$ cat config.mk
export PLATFORM = sky130hd
export DESIGN_NAME = mul_sched_flat
export DESIGN_NICKNAME = d
export VERILOG_FILES = /design/src/rtl/mul_sched_if.sv /design/src/rtl/mul_sched.sv /design/src/flat_wrapper.sv
export SDC_FILE = /design/constraint.sdc
export NUM_CORES = 1
export LEC_CHECK = 0
export CAP_MARGIN = 40
export CORE_UTILIZATION = 44
export DETAILED_ROUTE_END_ITERATION = 10
export PLACE_DENSITY = 0.86
export SETUP_SLACK_MARGIN = 0.2
export SYNTH_ARGS = -nofsm -noshare
export SYNTH_HDL_FRONTEND = slang
export SYNTH_SLANG_ARGS = --single-unit
$ cat constraint.sdc
create_clock -name m_clock -period 7.8 [get_ports m_clock]
set_input_delay 2.34 -clock m_clock [delete_from_list [all_inputs] [get_ports m_clock]]
set_output_delay 2.34 -clock m_clock [all_outputs]
set_load 0.05 [all_outputs]
$ cat src/rtl/mul_sched_if.sv
// Requester, result and multiplier-side signals of the shared-multiplier scheduler.
interface mul_sched_if;
    localparam int unsigned OP_W  = 16;
    localparam int unsigned RES_W = 19;

    // Requester operand handshake
    logic             req0_valid;
    logic             req1_valid;
    logic             req2_valid;
    logic [OP_W-1:0]  req0_a;
    logic [OP_W-1:0]  req1_a;
    logic [OP_W-1:0]  req2_a;
    logic [OP_W-1:0]  req0_b;
    logic [OP_W-1:0]  req1_b;
    logic [OP_W-1:0]  req2_b;
    logic             req0_ready;
    logic             req1_ready;
    logic             req2_ready;

    // Held results and their consume strobes
    logic             res0_valid;
    logic             res1_valid;
    logic             res2_valid;
    logic [RES_W-1:0] res0_data;
    logic [RES_W-1:0] res1_data;
    logic [RES_W-1:0] res2_data;
    logic             res0_ack;
    logic             res1_ack;
    logic             res2_ack;

    // Shared multiplier port and status
    logic [OP_W-1:0]  mul_a;
    logic [OP_W-1:0]  mul_b;
    logic             mul_exe;
    logic [RES_W-1:0] mul_result;
    logic             busy;

    modport slave (
        input  req0_valid, req1_valid, req2_valid,
        input  req0_a, req1_a, req2_a,
        input  req0_b, req1_b, req2_b,
        output req0_ready, req1_ready, req2_ready,
        output res0_valid, res1_valid, res2_valid,
        output res0_data, res1_data, res2_data,
        input  res0_ack, res1_ack, res2_ack,
        output mul_a, mul_b, mul_exe,
        input  mul_result,
        output busy
    );

    modport master (
        output req0_valid, req1_valid, req2_valid,
        output req0_a, req1_a, req2_a,
        output req0_b, req1_b, req2_b,
        input  req0_ready, req1_ready, req2_ready,
        input  res0_valid, res1_valid, res2_valid,
        input  res0_data, res1_data, res2_data,
        output res0_ack, res1_ack, res2_ack,
        input  mul_a, mul_b, mul_exe,
        output mul_result,
        input  busy
    );
endinterface

$ cat src/rtl/mul_sched.sv
// Round-robin scheduler sharing one external 16x16 multiplier among three requesters.
// Each accepted operation takes one IDLE cycle (grant) plus one EXEC cycle (multiply).
module mul_sched (
    input  logic        m_clock,
    input  logic        p_reset,
    mul_sched_if.slave  bus
);
    localparam int unsigned N_REQ  = 3;
    localparam int unsigned OP_W   = 16;
    localparam int unsigned RES_W  = 19;
    localparam int unsigned ID_W   = 2;
    localparam int unsigned CAND_W = ID_W + 1;

    typedef enum logic [0:0] {
        IDLE = 1'b0,
        EXEC = 1'b1
    } state_t;

    state_t            state_q;
    state_t            state_d;

    logic [ID_W-1:0]   rr_q;
    logic [ID_W-1:0]   id_q;
    logic [OP_W-1:0]   mul_a_q;
    logic [OP_W-1:0]   mul_b_q;
    logic [N_REQ-1:0]  res_valid_q;
    logic [RES_W-1:0]  res_data_q [N_REQ];

    logic [N_REQ-1:0]  req_valid_c;
    logic [N_REQ-1:0]  res_ack_c;
    logic [OP_W-1:0]   req_a_c [N_REQ];
    logic [OP_W-1:0]   req_b_c [N_REQ];
    logic [N_REQ-1:0]  eligible_c;
    logic              win_found_c;
    logic [ID_W-1:0]   win_idx_c;
    logic [N_REQ-1:0]  win_oh_c;
    logic [ID_W-1:0]   rr_next_c;
    logic [N_REQ-1:0]  id_oh_c;
    logic [N_REQ-1:0]  ready_c;
    logic              accept_c;
    logic              capture_c;
    logic              mul_exe_c;
    logic              busy_c;

    // Gather the per-requester interface signals into indexable vectors.
    assign req_valid_c = {bus.req2_valid, bus.req1_valid, bus.req0_valid};
    assign res_ack_c   = {bus.res2_ack, bus.res1_ack, bus.res0_ack};
    assign req_a_c[0]  = bus.req0_a;
    assign req_a_c[1]  = bus.req1_a;
    assign req_a_c[2]  = bus.req2_a;
    assign req_b_c[0]  = bus.req0_b;
    assign req_b_c[1]  = bus.req1_b;
    assign req_b_c[2]  = bus.req2_b;

    // A requester whose previous result is still held cannot be granted again.
    assign eligible_c = req_valid_c & ~res_valid_q;

    // Round-robin search starting at rr, wrapping modulo the requester count.
    always_comb begin
        logic [CAND_W-1:0] cand;
        cand        = '0;
        win_found_c = 1'b0;
        win_idx_c   = '0;
        win_oh_c    = '0;
        for (int unsigned off = 0; off < N_REQ; off++) begin
            cand = CAND_W'(rr_q) + CAND_W'(off);
            if (cand >= CAND_W'(N_REQ)) begin
                cand = cand - CAND_W'(N_REQ);
            end
            if (!win_found_c && eligible_c[ID_W'(cand)]) begin
                win_found_c = 1'b1;
                win_idx_c   = ID_W'(cand);
            end
        end
        win_oh_c[win_idx_c] = win_found_c;
    end

    // Pointer moves just past the winner so it gets lowest priority next time.
    always_comb begin
        rr_next_c = '0;
        case (win_idx_c)
            2'd0:    rr_next_c = 2'd1;
            2'd1:    rr_next_c = 2'd2;
            default: rr_next_c = 2'd0;
        endcase
    end

    // One-hot decode of the in-flight requester id.
    always_comb begin
        id_oh_c = '0;
        case (id_q)
            2'd0:    id_oh_c = 3'b001;
            2'd1:    id_oh_c = 3'b010;
            2'd2:    id_oh_c = 3'b100;
            default: id_oh_c = '0;
        endcase
    end

    // FSM state register.
    always_ff @(posedge m_clock or posedge p_reset) begin
        if (p_reset) begin
            state_q <= IDLE;
        end else begin
            state_q <= state_d;
        end
    end

    // FSM next state: a grant launches EXEC, EXEC always lasts one cycle.
    always_comb begin
        state_d = state_q;
        case (state_q)
            IDLE:    if (win_found_c) state_d = EXEC;
            EXEC:    state_d = IDLE;
            default: state_d = IDLE;
        endcase
    end

    // FSM outputs: grant strobes in IDLE, multiply strobe and capture in EXEC.
    always_comb begin
        ready_c   = '0;
        accept_c  = 1'b0;
        capture_c = 1'b0;
        mul_exe_c = 1'b0;
        busy_c    = 1'b0;
        case (state_q)
            IDLE: begin
                if (win_found_c && !p_reset) begin
                    accept_c = 1'b1;
                    ready_c  = win_oh_c;
                end
            end
            EXEC: begin
                capture_c = 1'b1;
                mul_exe_c = 1'b1;
                busy_c    = 1'b1;
            end
            default: begin
                ready_c = '0;
            end
        endcase
    end

    // Latch operands, winner id and the advanced pointer on acceptance only.
    always_ff @(posedge m_clock or posedge p_reset) begin
        if (p_reset) begin
            rr_q    <= '0;
            id_q    <= '0;
            mul_a_q <= '0;
            mul_b_q <= '0;
        end else if (accept_c) begin
            rr_q    <= rr_next_c;
            id_q    <= win_idx_c;
            mul_a_q <= req_a_c[win_idx_c];
            mul_b_q <= req_b_c[win_idx_c];
        end
    end

    // Result slots: capture beats ack; ack on an empty slot has no effect.
    always_ff @(posedge m_clock or posedge p_reset) begin
        if (p_reset) begin
            res_valid_q <= '0;
            for (int unsigned i = 0; i < N_REQ; i++) begin
                res_data_q[i] <= '0;
            end
        end else begin
            for (int unsigned i = 0; i < N_REQ; i++) begin
                if (capture_c && id_oh_c[i]) begin
                    res_valid_q[i] <= 1'b1;
                    res_data_q[i]  <= bus.mul_result;
                end else if (res_ack_c[i]) begin
                    res_valid_q[i] <= 1'b0;
                end
            end
        end
    end

    // A held result must never be overwritten while its consumer acks it.
    capture_ack_collision: assert property (
        @(posedge m_clock) disable iff (p_reset)
        !(capture_c && |(id_oh_c & res_valid_q & res_ack_c))
    );

    // Drive the interface.
    assign bus.req0_ready = ready_c[0];
    assign bus.req1_ready = ready_c[1];
    assign bus.req2_ready = ready_c[2];
    assign bus.res0_valid = res_valid_q[0];
    assign bus.res1_valid = res_valid_q[1];
    assign bus.res2_valid = res_valid_q[2];
    assign bus.res0_data  = res_data_q[0];
    assign bus.res1_data  = res_data_q[1];
    assign bus.res2_data  = res_data_q[2];
    assign bus.mul_a      = mul_a_q;
    assign bus.mul_b      = mul_b_q;
    assign bus.mul_exe    = mul_exe_c;
    assign bus.busy       = busy_c;

endmodule

$ cat src/flat_wrapper.sv
// flat-port wrapper written by rule: the top's interface ports become plain ports
module mul_sched_flat 
  (m_clock, p_reset, bus_req0_valid, bus_req1_valid, bus_req2_valid, bus_req0_a, bus_req1_a, bus_req2_a, bus_req0_b, bus_req1_b, bus_req2_b, bus_req0_ready, bus_req1_ready, bus_req2_ready, bus_res0_valid, bus_res1_valid, bus_res2_valid, bus_res0_data, bus_res1_data, bus_res2_data, bus_res0_ack, bus_res1_ack, bus_res2_ack, bus_mul_a, bus_mul_b, bus_mul_exe, bus_mul_result, bus_busy);
  mul_sched_if bus_i ();
  input  logic m_clock;
  input  logic p_reset;
  input wire logic [$bits(bus_i.req0_valid)-1:0] bus_req0_valid;
  input wire logic [$bits(bus_i.req1_valid)-1:0] bus_req1_valid;
  input wire logic [$bits(bus_i.req2_valid)-1:0] bus_req2_valid;
  input wire logic [$bits(bus_i.req0_a)-1:0] bus_req0_a;
  input wire logic [$bits(bus_i.req1_a)-1:0] bus_req1_a;
  input wire logic [$bits(bus_i.req2_a)-1:0] bus_req2_a;
  input wire logic [$bits(bus_i.req0_b)-1:0] bus_req0_b;
  input wire logic [$bits(bus_i.req1_b)-1:0] bus_req1_b;
  input wire logic [$bits(bus_i.req2_b)-1:0] bus_req2_b;
  output wire logic [$bits(bus_i.req0_ready)-1:0] bus_req0_ready;
  output wire logic [$bits(bus_i.req1_ready)-1:0] bus_req1_ready;
  output wire logic [$bits(bus_i.req2_ready)-1:0] bus_req2_ready;
  output wire logic [$bits(bus_i.res0_valid)-1:0] bus_res0_valid;
  output wire logic [$bits(bus_i.res1_valid)-1:0] bus_res1_valid;
  output wire logic [$bits(bus_i.res2_valid)-1:0] bus_res2_valid;
  output wire logic [$bits(bus_i.res0_data)-1:0] bus_res0_data;
  output wire logic [$bits(bus_i.res1_data)-1:0] bus_res1_data;
  output wire logic [$bits(bus_i.res2_data)-1:0] bus_res2_data;
  input wire logic [$bits(bus_i.res0_ack)-1:0] bus_res0_ack;
  input wire logic [$bits(bus_i.res1_ack)-1:0] bus_res1_ack;
  input wire logic [$bits(bus_i.res2_ack)-1:0] bus_res2_ack;
  output wire logic [$bits(bus_i.mul_a)-1:0] bus_mul_a;
  output wire logic [$bits(bus_i.mul_b)-1:0] bus_mul_b;
  output wire logic [$bits(bus_i.mul_exe)-1:0] bus_mul_exe;
  input wire logic [$bits(bus_i.mul_result)-1:0] bus_mul_result;
  output wire logic [$bits(bus_i.busy)-1:0] bus_busy;
  assign bus_i.req0_valid = bus_req0_valid;
  assign bus_i.req1_valid = bus_req1_valid;
  assign bus_i.req2_valid = bus_req2_valid;
  assign bus_i.req0_a = bus_req0_a;
  assign bus_i.req1_a = bus_req1_a;
  assign bus_i.req2_a = bus_req2_a;
  assign bus_i.req0_b = bus_req0_b;
  assign bus_i.req1_b = bus_req1_b;
  assign bus_i.req2_b = bus_req2_b;
  assign bus_req0_ready = bus_i.req0_ready;
  assign bus_req1_ready = bus_i.req1_ready;
  assign bus_req2_ready = bus_i.req2_ready;
  assign bus_res0_valid = bus_i.res0_valid;
  assign bus_res1_valid = bus_i.res1_valid;
  assign bus_res2_valid = bus_i.res2_valid;
  assign bus_res0_data = bus_i.res0_data;
  assign bus_res1_data = bus_i.res1_data;
  assign bus_res2_data = bus_i.res2_data;
  assign bus_i.res0_ack = bus_res0_ack;
  assign bus_i.res1_ack = bus_res1_ack;
  assign bus_i.res2_ack = bus_res2_ack;
  assign bus_mul_a = bus_i.mul_a;
  assign bus_mul_b = bus_i.mul_b;
  assign bus_mul_exe = bus_i.mul_exe;
  assign bus_i.mul_result = bus_mul_result;
  assign bus_busy = bus_i.busy;
  mul_sched u_core (.m_clock(m_clock), .p_reset(p_reset), .bus(bus_i));
endmodule
; Yosys cells after proc, flatten, opt, wreduce, memory -nomap -nowiden
; Index checks and enable logic that the tools add are counted.
[word_totals]
output_inout_bits = 97
reg_bits = 97
wordCells = 86
in_bits = 123
[classes]
n_reduce_logical = 15
muxes = 38
add_sub_neg = 5
eq_ne = 3
bitwise_logic = 5
order_cmp = 9
[op_table]
columns = cell, count
row1 = binary-select mux 16 bit (select 2 bit), 2
row2 = 2-to-1 mux 16 bit, 4
row3 = 2-to-1 mux 1 bit, 17
row4 = less-than comparator 2 x 3 -> 1 bit (second input constant), 4
row5 = 2-to-1 mux 2 bit, 6
row6 = one-hot mux 3 bit (3 select lines), 1
row7 = logical AND 1 bit, 7
row8 = bitwise AND 3 bit, 2
row9 = binary-select mux 1 bit (select 2 bit), 3
row10 = >= comparator 3 x 2 -> 1 bit (second input constant), 2
row11 = 2-to-1 mux 3 bit, 2
row12 = nonzero test 2 bit, 3
row13 = subtractor 2 bit (second input constant), 3
row14 = equality test 2 x 1 -> 1 bit (second input constant), 2
row15 = zero test 2 bit, 2
row16 = one-hot mux 2 bit (2 select lines), 1
row17 = adder 2 x 1 -> 3 bit (second input constant), 1
row18 = adder 2 x 2 -> 3 bit (second input constant), 1
row19 = >= comparator 3 bit (second input constant), 1
row20 = zero test 1 bit, 3
row21 = inverter 2 -> 3 bit, 1
row22 = inverter 3 bit, 1
row23 = demux 1 bit (select 2 bit), 1
row24 = equality test 2 bit (second input constant), 1
row25 = other kinds (4), 4

; Logic depth before layout (Yosys ltp)
[depth]
word_depth = 18
depth_mapped = 11
ltp_nobuf = 8

; Worst setup path after synthesis
; No wires, ideal clock.
[synth_path]
path_type = in2out
from = input bus_req0_valid
to = output bus_req0_ready
stages = 7
t_arrival_ns = 4.274
n_path_buf = 2
setup_slack_ns = 1.186
required_ns = 5.460
cell_sequence = or3b_1 > a21oi_1 > o41ai_4 > or2_1 > buf_2 > buf_6 > nor2_1
[synth_via]
elab_chain_len = 17
elab_cells_between_ends = 26
classes_between = 2 x order compare / 16 x mux / 2 x bitwise / 6 x reduce/logical
[synth_rtl]
columns = element, line
row1 = "start, declared", flat_wrapper.sv:7  ; input wire logic [$bits(bus_i.req0_valid)-1:0] bus_req0_valid;
row2 = bitwise AND 3 bit *, mul_sched.sv:56  ; assign eligible_c = req_valid_c & ~res_valid_q;
row3 = binary-select mux 1 bit (select 2 bit), mul_sched.sv:70  ; if (!win_found_c && eligible_c[ID_W'(cand)]) begin
row4 = 2-to-1 mux 1 bit (implied by the code), mul_sched.sv:70
row5 = 2-to-1 mux 1 bit, mul_sched.sv:70
row6 = zero test 1 bit, mul_sched.sv:70
row7 = logical AND 1 bit, mul_sched.sv:70
row8 = 2-to-1 mux 1 bit, mul_sched.sv:70
row9 = zero test 1 bit, mul_sched.sv:70
row10 = logical AND 1 bit, mul_sched.sv:70
row11 = 2-to-1 mux 2 bit, mul_sched.sv:70
row12 = less-than comparator 2 x 3 -> 1 bit (implied by the code) / >= comparator 2 x 1 -> 1 bit (equally long branches), mul_sched.sv:75  ; win_oh_c[win_idx_c] = win_found_c;
row13 = logical AND 1 bit (implied by the code), mul_sched.sv:75
row14 = 2-to-1 mux 1 bit (implied by the code), mul_sched.sv:75
row15 = demux 1 bit (select 2 bit), --
row16 = bitwise AND 3 bit (no line), --
row17 = 2-to-1 mux 3 bit *, mul_sched.sv:127  ; if (win_found_c && !p_reset) begin
row18 = 2-to-1 mux 3 bit *, mul_sched.sv:125  ; case (state_q)
row19 = "end, declared", flat_wrapper.sv:16  ; output wire logic [$bits(bus_i.req0_ready)-1:0] bus_req0_ready;
; Every way passes the cells marked *; elsewhere a longest branch is shown, timed or not. The select of a mux whose other input is x is not followed.

; Worst setup path in the final report
[layout_path]
from = input bus_req1_valid
to = output bus_req2_ready
[layout_via]
elab_chain_len = 17
elab_cells_between_ends = 26
classes_between = 2 x order compare / 16 x mux / 2 x bitwise / 6 x reduce/logical
[layout_rtl]
columns = element, line
row1 = "start, declared", flat_wrapper.sv:8  ; input wire logic [$bits(bus_i.req1_valid)-1:0] bus_req1_valid;
row2 = bitwise AND 3 bit *, mul_sched.sv:56
row3 = binary-select mux 1 bit (select 2 bit), mul_sched.sv:70
row4 = 2-to-1 mux 1 bit (implied by the code), mul_sched.sv:70
row5 = 2-to-1 mux 1 bit, mul_sched.sv:70
row6 = zero test 1 bit, mul_sched.sv:70
row7 = logical AND 1 bit, mul_sched.sv:70
row8 = 2-to-1 mux 1 bit, mul_sched.sv:70
row9 = zero test 1 bit, mul_sched.sv:70
row10 = logical AND 1 bit, mul_sched.sv:70
row11 = 2-to-1 mux 2 bit, mul_sched.sv:70
row12 = less-than comparator 2 x 3 -> 1 bit (implied by the code) / >= comparator 2 x 1 -> 1 bit (equally long branches), mul_sched.sv:75
row13 = logical AND 1 bit (implied by the code), mul_sched.sv:75
row14 = 2-to-1 mux 1 bit (implied by the code), mul_sched.sv:75
row15 = demux 1 bit (select 2 bit), --
row16 = bitwise AND 3 bit (no line), --
row17 = 2-to-1 mux 3 bit *, mul_sched.sv:127
row18 = 2-to-1 mux 3 bit *, mul_sched.sv:125
row19 = "end, declared", flat_wrapper.sv:18  ; output wire logic [$bits(bus_i.req2_ready)-1:0] bus_req2_ready;
; Marked as above.

==> impl_metrics.py <==
metrics = {
    "sta": {
        "grt_setup_unrepaired": "no",
        "relSlewSlack_pct": 45.0,
        "drv_slew": 0,
        "finalSetupViolCount": 0,
        "hold_violations": 0,
        "setup_tns_ps": 0,
        "fin_crit_ps": 7370,
        "worstMarginPinSlew_ps": 825,
        "max_freq_mhz": 136,
        "clock_skew_ps": 14.6,
        "fin_crit_sh_pct": 94.4,
    },
    "cts": {
        "cts_tree": "built",
        "cts_resized": 0,
        "clock_sinks": 97,
        "root_buffer": "clkbuf_8",
        "path_clk_slew_ps": 100,
        "ctsHoldBuffers": 0,
        "cts_made_buffers": 9,
        "htree_levels": 3,
        "postCtsSetupBuffers": 0,
        "cts_max_path_buffers": 2,
        "clkLatencyLatePin_ps": 370,
    },
    "synthesis": {
        "synth_top_area_share_pct": 54.1,
        "ys_warn_count": 0,
        "synth_xor_area_share_pct": 0,
        "yosys.area.top_type": "dfrtp_1",
        "synthFlopType": "dfrtp_1",
        "synth_top_family_by_area": "multiplexers",
        "synth-adder-area-share_pct": 0.836,
        "synthSimpleGateAreaFrac_pct": 10.0,
        "synthDistinctLibCells": 39,
        "syn_area_mm2": 0.00449,
        "muxShareOfSynthArea_pct": 20.1,
        "synthTopCellsByArea": "dfrtp_1 (54%), mux2_2 (14%), mux2i_1 (5.8%)",
        "netlist_instances": 384,
        "ys_async_sr_fraction_pct": 100,
        "avgSynthCellArea_um2": 11.7,
        "synth_nets": 510,
        "yosysSeqAreaShare_pct": 54.1,
        "yosys_register_bits": 97,
        "synth-edff-count": 0,
        "synth_compound_area_share_pct": 10.8,
    },
    "floorplanning": {
        "row_count": 36,
        "die_w_um": 103,
        "core_mm2": 0.00982,
        "die_h_um": 103,
        "start_util_pct": 45.7,
        "die_area_mm2": 0.0106,
        "io_pins": 220,
    },
    "route": {
        "drt_iter0_drc": 113,
        "via_count": 3881,
        "drt_first_pass_iters": 4,
        "drc": 0,
        "routed_wl_um": 13000,
        "viasPerCell": 5.30,
        "avgRoutedWirePerCell_um": 17.8,
        "postRouteAntennaNets": 0,
    },
    "worst_setup_path": {
        "path_max_fanout": 8,
        "path_class": "in -> out",
        "startpoint_type": "input pin",
        "cp_data_required_time_ps": 5460,
        "arrival_ps": 5030,
        "crit_path_end_kind": "output port",
    },
    "grt": {
        "grtUsageTotal_pct": 24.4,
        "grt_pass1_wl_um": 19400,
        "grt_max_degree": 71,
        "grt_overflow": 0,
        "grt_pass1_vias": 3923,
        "antenna_found_initial": 0,
    },
    "placed_design": {
        "place_inst": 716,
        "gp_congestion": 0.879,
        "port_buffers": 219,
        "dp.final_hpwl_um": 9790,
    },
    "finish": {
        "n_fill_cell": 692,
        "drive_gt1_share_pct": 14.7,
        "antennaDiodeCount": 0,
        "layout.nets": 720,
        "final_util_pct": 71.8,
        "stdcell_count": 732,
        "area_growth_pct": 57.1,
    },
    "pwr": {
        "max-vdd-ir-drop_mv": 0.376,
        "power_leakage_uw": 0.00304,
        "power_density_mw_per_mm2": 522,
    },
    "flow_run": {
        "drv_cap": 0,
    },
    "hold_path": {
        "hp-class": "reg -> reg",
    },
    "run_status": {
        "status": "finished, final reports clean",
    },
}
## cell families after synthesis
group                    count (synthesis)
flip-flops                              97
AND/OR/NAND/NOR                         96
multiplexers                            83
AO/OA/AOI/OAI                           63
buffers and inverters                   42
adder cells (fa/ha/maj)                  3
## cells in the mapped netlist (all sizes together), types with 3 or more instances
| library cell | instances |
|---|---|
| nand3 | 3 |
| o221ai | 26 |
| dfrtp | 97 |
| o31a | 6 |
| inv | 14 |
| nor4bb | 3 |
| and2 | 6 |
| mux2 | 57 |
| nand2 | 62 |
| clkbuf | 21 |
| a21oi | 6 |
| o21ai | 10 |
| ha | 3 |
| buf | 7 |
| nand2b | 3 |
| a31oi | 7 |
| nand3b | 3 |
| nor2 | 7 |
| mux2i | 26 |
## registers in the layout, summed over array words and instances, names as in the netlist
name,cells
u_core.id_q,2
u_core.bus.res1_data,19
u_core.res_valid_q,3
u_core.bus.mul_a,16
u_core.bus.res2_data,19
u_core.bus.mul_b,16
u_core.rr_q,2
u_core.bus.res0_data,19
u_core.state_q,1
## cell type report
class                           instances  area, µm²  share of cell area (%)
Clock buffer                            9        124                    1.76
Tap cell                              133        166                    2.36
Inverter                               14       55.1                   0.781
Multi-Input combinational cell        245       1900                    26.9
Sequential cell                        97       2430                    34.4
Clock inverter                          7       85.1                    1.21
Timing Repair Buffer                  227       2290                    32.5
## layout by cell type, fill, tap and decap left out, types with 2 or more instances in the layout
cell	count
a21oi_1	6
dfrtp_1	97
nand2b_1	3
nor2_1	7
a31oi_1	6
o21ai_0	3
nand3b_1	3
nor4bb_1	3
ha_1	3
o221ai_1	26
mux2_2	57
inv_8	2
clkdlybuf4s50_1	217
nand3_1	3
buf_4	7
o31a_1	6
nand2_1	62
inv_1	13
clkinvlp_4	2
o21ai_1	7
mux2i_1	26
and2_1	6
buf_16	2
clkbuf_8	9
## final timing paths
kind	start	end	slack (ps)	depth (start not counted)
max in group asynchronous	p_reset	u_core.bus.res1_data[7]$_DFFE_PP0P_	4300	3
min in group asynchronous	p_reset	u_core.res_valid_q[1]$_DFFE_PP0P_	2330	2
worst min-delay path	u_core.bus.mul_b[2]$_DFFE_PP0P_	u_core.bus.mul_b[2]$_DFFE_PP0P_	500	2
worst max register to register	u_core.rr_q[0]$_DFFE_PP0P_	u_core.bus.mul_b[3]$_DFFE_PP0P_	4600	9
worst max-delay path	bus_req1_valid	bus_req2_ready	430	6
worst min register to register	u_core.bus.mul_b[2]$_DFFE_PP0P_	u_core.bus.mul_b[2]$_DFFE_PP0P_	500	2
## metal layers
layer  wire [µm]  global-route usage (%)  up-vias  share of wire [%]
met2        6320                    41.7      189                 49
met5           0                       0        -                  0
met1        4970                    26.9     1858                 38
met4         394                    10.4        0                3.0
li1            -                       -     1798                  -
met3        1330                    9.76       36                 10
## stage by stage
stage	total power [µW]	setup slack [ps]	hold slack (ps)	cell area, µm²
6_report	3680	435	500	7050
5_1_grt	3870	381	527	7050
4_1_cts	3710	456	498	7050
3_5_place_dp	3360	466	472	6840
3_3_place_gp	3260	515	468	6770
2_1_floorplan	2560	1190	484	4490
## worst max-delay path: stages
cell and delay, ps:
clkdlybuf4s50_1 490, nor4bb_1 200, or4_1 670, o22a_1 370
nor2_1 150, clkdlybuf4s50_1 810
## where the power goes
part	leakage (µW)	switching [µW]	internal, µW
Combinational	0.00177	1540	902
Sequential	0.00117	135	759
Clock	0.0000999	191	154
Note: power is estimated with default switching activity, not from simulation.
